--- src/rtl/sync_fifo.sv ---
// Single-clock byte FIFO with registered read data, occupancy count and
// one-cycle overflow/underflow pulses for rejected accesses.
module sync_fifo #(
   parameter int DATA_WIDTH = 8,
   parameter int ADDR_WIDTH = 4
) (
   input  logic                  clk,
   input  logic                  rst,
   input  logic [DATA_WIDTH-1:0] data_in,
   input  logic                  wen,
   input  logic                  ren,
   output logic [DATA_WIDTH-1:0] data_out,
   output logic                  full,
   output logic                  empty,
   output logic [ADDR_WIDTH:0]   count,
   output logic                  overflow,
   output logic                  underflow
);

   localparam int DEPTH = 2 ** ADDR_WIDTH;
   localparam logic [ADDR_WIDTH:0]   FULL_CNT = {1'b1, {ADDR_WIDTH{1'b0}}};
   localparam logic [ADDR_WIDTH:0]   ONE_CNT  = {{ADDR_WIDTH{1'b0}}, 1'b1};
   localparam logic [ADDR_WIDTH:0]   ZERO_CNT = {(ADDR_WIDTH+1){1'b0}};
   localparam logic [ADDR_WIDTH-1:0] ONE_PTR  = {{(ADDR_WIDTH-1){1'b0}}, 1'b1};

   logic [DATA_WIDTH-1:0] mem_r [DEPTH];
   logic [ADDR_WIDTH-1:0] wr_ptr_r;
   logic [ADDR_WIDTH-1:0] rd_ptr_r;
   logic [ADDR_WIDTH:0]   count_r;
   logic [ADDR_WIDTH:0]   count_nxt_s;
   logic [DATA_WIDTH-1:0] data_out_r;
   logic                  full_r;
   logic                  empty_r;
   logic                  overflow_r;
   logic                  underflow_r;
   logic                  rd_ok_s;
   logic                  wr_ok_s;

   // Acceptance decisions and next occupancy, from pre-edge state.
   // A full FIFO can still take a write when a read frees a slot this cycle.
   always_comb begin
      rd_ok_s     = 1'b0;
      wr_ok_s     = 1'b0;
      count_nxt_s = count_r;
      rd_ok_s     = ren & ~empty_r;
      wr_ok_s     = wen & (~full_r | rd_ok_s);
      case ({wr_ok_s, rd_ok_s})
         2'b10:   count_nxt_s = count_r + ONE_CNT;
         2'b01:   count_nxt_s = count_r - ONE_CNT;
         default: count_nxt_s = count_r;
      endcase
   end

   // Storage array; never cleared, and reset blocks writes in its cycle.
   always_ff @(posedge clk) begin
      if (rst && wr_ok_s) begin
         mem_r[wr_ptr_r] <= data_in;
      end
   end

   // Pointers, count, flags and read data.
   always_ff @(posedge clk) begin
      if (!rst) begin
         wr_ptr_r    <= {ADDR_WIDTH{1'b0}};
         rd_ptr_r    <= {ADDR_WIDTH{1'b0}};
         count_r     <= ZERO_CNT;
         full_r      <= 1'b0;
         empty_r     <= 1'b1;
         data_out_r  <= {DATA_WIDTH{1'b0}};
         overflow_r  <= 1'b0;
         underflow_r <= 1'b0;
      end else begin
         if (wr_ok_s) begin
            wr_ptr_r <= wr_ptr_r + ONE_PTR;
         end
         if (rd_ok_s) begin
            rd_ptr_r   <= rd_ptr_r + ONE_PTR;
            data_out_r <= mem_r[rd_ptr_r];
         end
         count_r     <= count_nxt_s;
         full_r      <= (count_nxt_s == FULL_CNT);
         empty_r     <= (count_nxt_s == ZERO_CNT);
         overflow_r  <= wen & ~wr_ok_s;
         underflow_r <= ren & ~rd_ok_s;
      end
   end

   assign data_out  = data_out_r;
   assign full      = full_r;
   assign empty     = empty_r;
   assign count     = count_r;
   assign overflow  = overflow_r;
   assign underflow = underflow_r;

endmodule

--- config.mk ---
export PLATFORM = sky130hd
export DESIGN_NAME = sync_fifo
export DESIGN_NICKNAME = d
export VERILOG_FILES = /design/src/rtl/sync_fifo.sv
export SDC_FILE = /design/constraint.sdc
export NUM_CORES = 1
export LEC_CHECK = 0
export ABC_AREA = 1
export BUFFER_PORTS_ARGS = -buffer_cell sky130_fd_sc_hd__buf_2
export CAP_MARGIN = 20
export CORE_UTILIZATION = 57
export DETAILED_ROUTE_END_ITERATION = 8
export HOLD_SLACK_MARGIN = 0.03
export PLACE_DENSITY_LB_ADDON = 0.1
export RECOVER_POWER = 100
export SKIP_CTS_REPAIR_TIMING = 1
export SYNTH_ARGS = -nofsm -noshare
export SYNTH_HDL_FRONTEND = slang
export SYNTH_SLANG_ARGS = --single-unit
--- constraint.sdc ---
create_clock -name clk -period 5.3 [get_ports clk]
set_clock_uncertainty 0.15 [all_clocks]
set_input_delay 0.265 -clock clk [delete_from_list [all_inputs] [get_ports clk]]
set_output_delay 0.265 -clock clk [all_outputs]
set_load 0.05 [all_outputs]
==> results_dict.tcl, run 1 <==
set metrics [dict create \
    nFillCells 821 \
    grt_usage_pct 25.1 \
    syn_inst 600 \
    crit_buf_inv 7 \
    required_ns 5.60 \
    overflow 0 \
    grt_pass1_wl_mm 20.7 \
    synth.yosys.warnings 0 \
    power.total_mw 3.03 \
    reg2reg_from "empty" \
    min_path_type "register to register" \
    start_util_pct 58.7 \
    final_cell_mix "nand2_1, edfxtp_1, nand3_1, clkbuf_1, nor2_1" \
    cp_max_fo 22 \
    vias_per_cell 5.55 \
    r2r_cells 18 \
    rsz0062_at_grt "no" \
    first_global_vias 3955 \
    worstPathCellList "dlygate4sd3_1, clkbuf_1, inv_1, nor2_2, clkbuf_1, inv_1, nand2_1, nand2_1, ha_1, nand2_1, inv_1, nor2_1, ha_1, inv_1, nand2_1, nand2_1, nand3_1, nand2_1, nor2_1, nand3_1, o21bai_1" \
    syn-num-nets 620 \
    crit_end "empty" \
    status "completed" \
    worstPathArrival_ns 3.70 \
    clkTransAtPathRegs_ns 0.06 \
    tightest_slew_ns 0.889 \
    power_density_nw_per_um2 420 \
    ys_seq_elements 153 \
    core_um2 10800 \
    gp_routability_congestion 0.841 \
    antennaDiodeCount 0 \
    dp_hpwl_mm 8.39 \
    clkLatencyLatePin_ns 0.53 \
    die_area_um2 11600 \
    ys_types 25 \
    drtAntennaViolNets 0 \
    die_x_um 108 \
    cts_buffer_depth 2 \
    area_delta_synth_final_pct 13.4 \
    tns_ns 0 \
    wl_mm 13.4 \
    critPathMaxStageDelay_ns 0.66 \
    numCtsBuffers 17 \
    clock_sinks 153 \
    stdcell_area_um2 7220 \
    critPathTopFamily "buffers and inverters" \
    firstDrtPassIters 5 \
    pin_count 29 \
    holdWs_ns 0.330 \
    layout_min_cycle_time_ns 3.40 \
    setup_viol 0 \
    cts_tree "yes" \
    start_kind "input port" \
    slew_viol_final 0 \
    finalHoldViolCount 0 \
    p_leak_nw 2.72 \
    max_cap_violations 0 \
    cp.depth 21 \
    clock.fmax_mhz 294 \
    cts-htree-levels 4 \
    drive_above_1_share_pct 5.10 \
    end_kind "register" \
    post_drt_wl_per_cell_um 17.0 \
    cpMostUsedCell "nand2_1" \
    crit_path_start "ren" \
    syn-cell-area_um2 6370 \
    placed_cell_area_um2 6540 \
    via_count 4364 \
    row_count 38 \
    mostFrequentLayoutCell "nand2_1" \
    rrSetupSlack_ns 1.98 \
    nNetsFinal 654 \
    worstSetupPathType "input port to register" \
    drc_errors 0 \
    root_buffer "clkbuf_8" \
    antenna_found_initial 0 \
    die_h_um 108 \
    portBuffers 28 \
    vdd_drop_max_mv 0.269 \
    dr.first_iter.drc_count 400 \
    avgSynthCellArea_um2 10.6 \
    synth-seq-area-share_pct 68.2 \
    grt_max_degree 67 \
    slew_headroom_pct 40.7 \
    r2r-end "empty" \
    slowest_stage "clkbuf_1" \
    timing.final.crit_share_pct 64.1 \
]
==> synthesized netlist by cell type (all sizes together) <==
library cell    n  share of area [%]
clkbuf          4               0.24
nor2           32                2.0
nand4           2               0.20
inv            30                1.8
nor3            2               0.16
dfxtp          25                7.9
buf            25                2.3
clkinv          3               0.18
xor2            1               0.14
nor3b           1               0.12
o211ai          8               0.94
o21ai           8               0.63
a21oi           7               0.55
o21bai          1               0.12
ha              8                1.6
nand3         116                9.1
nand2         199                 12
edfxtp        128                 60
==> flip-flops by register name, summed over array words and instances, names as in the netlist <==
register	flops
count	5
data_out	8
empty	1
full	1
mem_r	128
overflow	1
rd_ptr_r	4
underflow	1
wr_ptr_r	4
==> layer usage <==
metal	vias up	wire length, um	track usage, %
met4	0	307	11.4
met5	-	0	0
met2	128	6440	39.0
met3	19	587	4.54
li1	2115	-	-
met1	2102	6070	34.5
==> worst min path at each step <==
stage	from	to	slack (ns)	cells after the start
global route	empty	underflow	0.37	2
floorplan	data_in[0]	mem_r[0][0]	0.21	0
CTS	ren	underflow	-0.20	3
global placement	empty	underflow	0.31	2
finish	empty	underflow	0.33	2
detailed placement	empty	underflow	0.31	2
==> per-stage QoR <==
step / setup WS [ns] / util [%] / instances
2_1_floorplan: 2.79 / - / 600
3_3_place_gp: 2.73 / 60.4 / 742
3_5_place_dp: 2.66 / 60.4 / 742
4_1_cts: 2.66 / 65.7 / 774
5_1_grt: 1.52 / 66.6 / 787
6_report: 1.90 / 66.6 / 787
==> power breakdown <==
| group | switching, mW | internal [mW] | leakage, nW | total [mW] |
|---|---|---|---|---|
| combinational | 0.353 | 0.122 | 1.08 | 0.475 |
| sequential | 0.0248 | 1.34 | 1.36 | 1.36 |
| clock | 0.435 | 0.759 | 0.282 | 1.19 |
==> cells by family after synthesis <==
kind of cell	Yosys count	synth area share, %
AO/OA/AOI/OAI	24	2.24
XOR/XNOR	1	0.138
adder cells (fa/ha/maj)	8	1.57
buffers and inverters	62	4.52
flip-flops	153	68.2
AND/OR/NAND/NOR	352	23.3
==> final cells by class <==
cell class,instances,area [um^2],share of cell area (%)
Timing Repair Buffer,44,265,3.67
Multi-Input combinational cell,385,1730,24.0
Sequential cell,153,4350,60.1
Clock inverter,10,150,2.08
Tap cell,140,175,2.42
Clock buffer,22,433,5.99
Inverter,33,124,1.71
==> worst reg2reg max path: stages, from the launching register on <==
cell and delay, ns:
dfxtp_1 0.33, nor2_2 0.10, clkbuf_1 0.66, inv_1 0.21, nand2_1 0.13, nand2_1 0.17, ha_1 0.30, nand2_1 0.10
inv_1 0.05, nor2_1 0.14, ha_1 0.17, inv_1 0.04, nand2_1 0.12, nand2_1 0.08, nand3_1 0.10, nand2_1 0.06
nor2_1 0.08, nand3_1 0.12, o21bai_1 0.14
Note: power is estimated with default switching activity, not from simulation.
==> run 2: changes to the inputs <==
Settings changed: CORE_UTILIZATION 57 to 55.
Clock period 5.3 ns to 2.9 ns, I/O delays scaled along.
==> run 2 against run 1 <==
Non-clock buffer count is 17 higher. Sequential share of layout area fell by 0.17 points. Combinational power is 83% higher. Cell count grew 2.0%. Die area increased by 3.6%. Largest cell class unchanged.
==> results_dict.tcl, run 2 (same netlist as run 1, synthesis figures left out) <==
set metrics [dict create \
    status "completed" \
    rrSetupSlack_ns 0.41 \
    min_path_type "input port to register" \
    dr.first_iter.drc_count 424 \
    nNetsFinal 671 \
    antennaDiodeCount 0 \
    timing.final.crit_share_pct 89.3 \
    pin_count 29 \
    core_um2 11100 \
    power.total_mw 5.39 \
    wl_mm 13.8 \
    tns_ns 0 \
    r2r-end "data_out[3]" \
    cts_tree "yes" \
    final_cell_mix "nand2_1, edfxtp_1, nand3_1, clkbuf_1, nor2_1" \
    drive_above_1_share_pct 5.58 \
    required_ns 2.80 \
    start_util_pct 57.5 \
    wl_met3_um 862 \
    tightest_slew_ns 1.43 \
    rsz0062_at_grt "no" \
    post_drt_wl_per_cell_um 17.2 \
    route.met2.wl_mm 6.72 \
    clkTransAtPathRegs_ns 0.06 \
    hold_depth 1 \
    clock_sinks 153 \
    die_h_um 110 \
    cp_max_fo 17 \
    end_kind "register" \
    switching_share_pct 27.4 \
    power_density_nw_per_um2 744 \
    drc_errors 0 \
    grt_pass1_wl_mm 21.2 \
    antenna_found_initial 0 \
    top_layer "met4" \
    portBuffers 28 \
    firstDrtPassIters 5 \
    start_kind "input port" \
    setup_viol 0 \
    die_x_um 110 \
    numCtsBuffers 17 \
    dp_hpwl_mm 8.61 \
    r2r_cells 9 \
    p_leak_nw 2.73 \
    area_delta_synth_final_pct 13.7 \
    row_count 38 \
    reg2reg_from "rd_ptr_r[0]" \
    slew_viol_final 0 \
    clock.fmax_mhz 386 \
    vdd_drop_max_mv 0.466 \
    finalHoldViolCount 0 \
    regMostFlops "mem_r" \
    wl_met1_mm 5.96 \
    clockPowerShare_pct 37.7 \
    cts-htree-levels 4 \
    p_comb_share_pct 16.1 \
    worstPathArrival_ns 2.49 \
    slew_headroom_pct 4.87 \
    switching_power_mw 1.48 \
    max_cap_violations 0 \
    grt_usage_pct 24.9 \
    hold_end "mem_r[7][2]" \
    via_count 4436 \
    clkLatencyLatePin_ns 0.42 \
    stdcell_area_um2 7240 \
    seq_power_share_pct 46.2 \
    placed_cell_area_um2 6690 \
    grt_max_degree 67 \
    drtAntennaViolNets 0 \
    vias_per_cell 5.52 \
    post-route-util_pct 65.4 \
    intPower_mw 3.91 \
    cts_buffer_depth 2 \
    first_global_vias 4008 \
    layout_min_cycle_time_ns 2.59 \
    mostFrequentLayoutCell "nand2_1" \
    largest_reg_flops 128 \
    hold_start "data_in[2]" \
    worstSetupPathType "input port to register" \
    die_area_um2 12000 \
    nFillCells 859 \
    root_buffer "clkbuf_16" \
    overflow 0 \
    gp_routability_congestion 0.854 \
]
[run 2: cell types whose count changed in the layout (fill, tap and decap cells not counted), moves of 2 or more]
cell and delta:
clkbuf_1 +10, buf_4 +4, clkinv_1 +3, bufinv_16 -2
[run 2: final cells by class]
cell class | instances | area (um^2) | area share (%)
clock inverter | 12 | 109 | 1.50
multi-input combinational | 385 | 1730 | 23.9
sequential | 153 | 4340 | 60.0
inverter | 33 | 124 | 1.71
clock buffer | 19 | 433 | 5.98
tap | 140 | 175 | 2.42
timing repair buffer | 61 | 324 | 4.47
[run 2: power groups by stage]
stage,registers [mW],clock network [mW],logic (mW)
2_1_floorplan,2.67,0,0.505
4_1_cts,2.49,2.06,0.872
3_5_place_dp,2.53,0,0.866
6_report,2.49,2.03,0.867
3_3_place_gp,2.53,0,0.848
5_1_grt,2.50,2.14,0.963
[run 2: worst max path at each step]
| stage | from | end | slack (ns) | cells past startpoint |
|---|---|---|---|---|
| global route | rst | mem_r[0][6] | 0.11 | 7 |
| CTS | empty | empty | 0.47 | 14 |
| global placement | empty | empty | 0.58 | 14 |
| floorplan | empty | empty | 0.39 | 12 |
| finish | rst | mem_r[8][2] | 0.31 | 7 |
| detailed placement | empty | empty | 0.53 | 14 |
[run 2: worst max-delay path, cell delays in order]
cell,delay (ns)
dlygate4sd3_1,0.52
clkbuf_1,0.55
clkinv_1,0.19
nor2_1,0.28
nand2_1,0.19
nor2_1,0.13
clkbuf_1,0.46
[run 2: stage by stage]
stage,hold slack [ns],std cells,worst slack (ns)
finish,0.296,803,0.310
global route,0.315,803,0.106
CTS,-0.197,792,0.473
detailed placement,0.241,761,0.530
global placement,0.234,761,0.583
floorplan,0.0939,600,0.387
[run 2: per-layer routing]
metal / track usage, % / up-vias
met5: 0 / -
met4: 10.3 / 0
met3: 4.09 / 21
met2: 39.3 / 171
met1: 34.6 / 2087
li1: - / 2157
==> run 3: changes to the inputs <==
Settings changed: ABC_AREA 1 to unset.
==> run 3 against run 2 <==
Cell count is 30% lower. Critical path depth fell by 1. Global-route usage is 2.0 points lower. Cell area down 2.2%. Register-to-register slack worse by 0.21 ns. Clock-buffer cell count increased by 1. Setup slack worse by 0.11 ns. Non-clock buffer count fell by 2. Clock power is 6% higher. Largest power group unchanged. Critical endpoint is now mem_r[0][7]. Fmax down 4.2%. Highest routed layer unchanged.
==> results_dict.tcl, run 3 <==
set metrics [dict create \
    async_reset_ff_share_pct 0 \
    dp_hpwl_mm 7.39 \
    post_drt_wl_per_cell_um 21.4 \
    gp_routability_congestion 0.872 \
    cp_max_fo 18 \
    cts_tree "yes" \
    clkLatencyLatePin_ns 0.53 \
    worstPathArrival_ns 2.72 \
    intPower_mw 4.09 \
    die_h_um 108 \
    nFillCells 793 \
    end_kind "register" \
    timing.final.crit_share_pct 93.2 \
    p_comb_share_pct 15.5 \
    via_count 3281 \
    vdd_drop_max_mv 0.436 \
    overflow 0 \
    setup_viol 0 \
    max_cap_violations 0 \
    start_kind "register" \
    switching_share_pct 26.1 \
    cpMostUsedCell "clkbuf_1" \
    row_count 38 \
    r2r_cells 6 \
    start_util_pct 56.6 \
    clkTransAtPathRegs_ns 0.06 \
    p_leak_nw 2.33 \
    antennaDiodeCount 0 \
    dr.first_iter.drc_count 297 \
    status "completed" \
    grt_usage_pct 22.9 \
    drc_errors 0 \
    hold_end "empty" \
    crit_buf_inv 2 \
    synth_common_cells "edfxtp_1, nor2_1, dfxtp_1" \
    yosys.area.top_type_share_pct 62.6 \
    syn-num-nets 372 \
    drtAntennaViolNets 0 \
    grt_max_degree 36 \
    yosysMostFrequentCell "edfxtp_1" \
    min_path_type "input port to register" \
    slew_viol_final 0 \
    ys_types 39 \
    root_buffer "clkbuf_8" \
    reg2reg_from "empty" \
    finalHoldViolCount 0 \
    rsz0062_at_grt "no" \
    synth_top_cell_by_area "edfxtp_1" \
    regMostFlops "mem_r" \
    hold_depth 3 \
    power_density_nw_per_um2 782 \
    first_global_vias 3196 \
    seq_power_share_pct 45.7 \
    avgSynthCellArea_um2 17.4 \
    largest_reg_flops 128 \
    antenna_found_initial 0 \
    tightest_slew_ns 0.901 \
    r2r-end "mem_r[0][7]" \
    synth-seq-area-share_pct 70.8 \
    synth_ff_type "edfxtp_1" \
    final_cell_mix "edfxtp_1, clkbuf_1, nor2_1, dfxtp_1, a21oi_1" \
    die_area_um2 11600 \
    rrSetupSlack_ns 0.20 \
    required_ns 2.92 \
    place_inst 522 \
    netlist_top_cells_area "edfxtp_1, dfxtp_1, mux4_1" \
    hold_start "rst" \
    portBuffers 28 \
    vias_per_cell 5.81 \
    worstPathCellList "nand2b_1, clkbuf_1, a21oi_1, nand2_1, nor3_1, clkbuf_1" \
    clockPowerShare_pct 38.8 \
    final-seq-area_um2 4350 \
    cts_buffer_depth 2 \
    switching_power_mw 1.45 \
    area_delta_synth_final_pct 15.5 \
    firstDrtPassIters 5 \
    clock.fmax_mhz 370 \
    ys_seq_elements 153 \
    multi_input_area_um2 1650 \
    worstSetupPathType "register to register" \
    slowest_stage "clkbuf_1" \
    pin_count 29 \
    core_um2 10800 \
    synth-edff-count 128 \
    mostFrequentLayoutCell "edfxtp_1" \
    cts-htree-levels 4 \
    grt_pass1_wl_mm 18.3 \
    synth.yosys.warnings 0 \
    numCtsBuffers 17 \
    slew_headroom_pct 39.9 \
    drive_above_1_share_pct 12.0 \
    wl_mm 12.1 \
    clock_sinks 153 \
    nNetsFinal 432 \
    layout_min_cycle_time_ns 2.70 \
    syn_inst 352 \
    die_x_um 108 \
    critPathMaxStageDelay_ns 0.47 \
    layout.cells.non_filler 565 \
    syn-cell-area_um2 6140 \
    critPathTopFamily "buffers and inverters" \
    tns_ns 0 \
]
[run 3: layout make-up]
type / count / share of cell area, %
inverters: 5 / 0.265
well taps: 140 / 2.47
repair buffers: 59 / 4.47
multi-input cells: 176 / 23.3
clock inverters: 12 / 2.12
flip-flops and latches: 153 / 61.3
clock buffers: 20 / 6.00
[run 3: power by group through the flow]
| stage | clock [mW] | sequential [mW] | combinational [mW] |
|---|---|---|---|
| 6_report | 2.15 | 2.53 | 0.861 |
| 5_1_grt | 2.27 | 2.54 | 0.925 |
| 4_1_cts | 2.19 | 2.53 | 0.870 |
| 3_5_place_dp | 0 | 2.57 | 0.865 |
| 3_3_place_gp | 0 | 2.57 | 0.854 |
| 2_1_floorplan | 0 | 2.71 | 0.519 |
[run 3: worst max-delay path by stage]
| stage | start | to | cells after the start |
|---|---|---|---|
| 2_1_floorplan | empty | full | 11 |
| 6_report | empty | mem_r[0][7] | 6 |
| 4_1_cts | empty | full | 11 |
| 3_5_place_dp | empty | full | 11 |
| 3_3_place_gp | empty | full | 11 |
| 5_1_grt | empty | mem_r[3][2] | 6 |
[run 3: worst min-delay path, cell delays in order]
cell and delay, ns:
dlygate4sd3_1 0.53, buf_2 0.15, o31ai_1 0.06
[run 3: metal layers]
| layer | global-route usage (%) | vias to the layer above | part of all wire [%] |
|---|---|---|---|
| met3 | 5.51 | 21 | 5.3 |
| met1 | 32.6 | 1651 | 45 |
| met2 | 34.6 | 99 | 48 |
| li1 | - | 1510 | - |
| met4 | 8.22 | 0 | 1.8 |
| met5 | 0 | - | 0 |
[run 3: cell families after synthesis]
family	synth area share, %
multiplexers	13.2
XOR/XNOR	1.43
flip-flops	70.8
AND/OR/NAND/NOR	5.73
buffers and inverters	2.45
AO/OA/AOI/OAI	4.79
adder cells (fa/ha/maj)	1.63
[run 3: stage by stage]
stage	worst slack, ns	hold WS [ns]	utilization, %	power (mW)	instance area (um^2)
2_1_floorplan	0.0955	0.0661	-	3.23	6140
3_3_place_gp	0.322	0.214	59.8	3.42	6480
3_5_place_dp	0.216	0.221	59.8	3.44	6480
4_1_cts	0.189	-0.332	65.1	5.58	7060
5_1_grt	0.0229	0.245	65.4	5.74	7090
6_report	0.196	0.235	65.4	5.54	7090
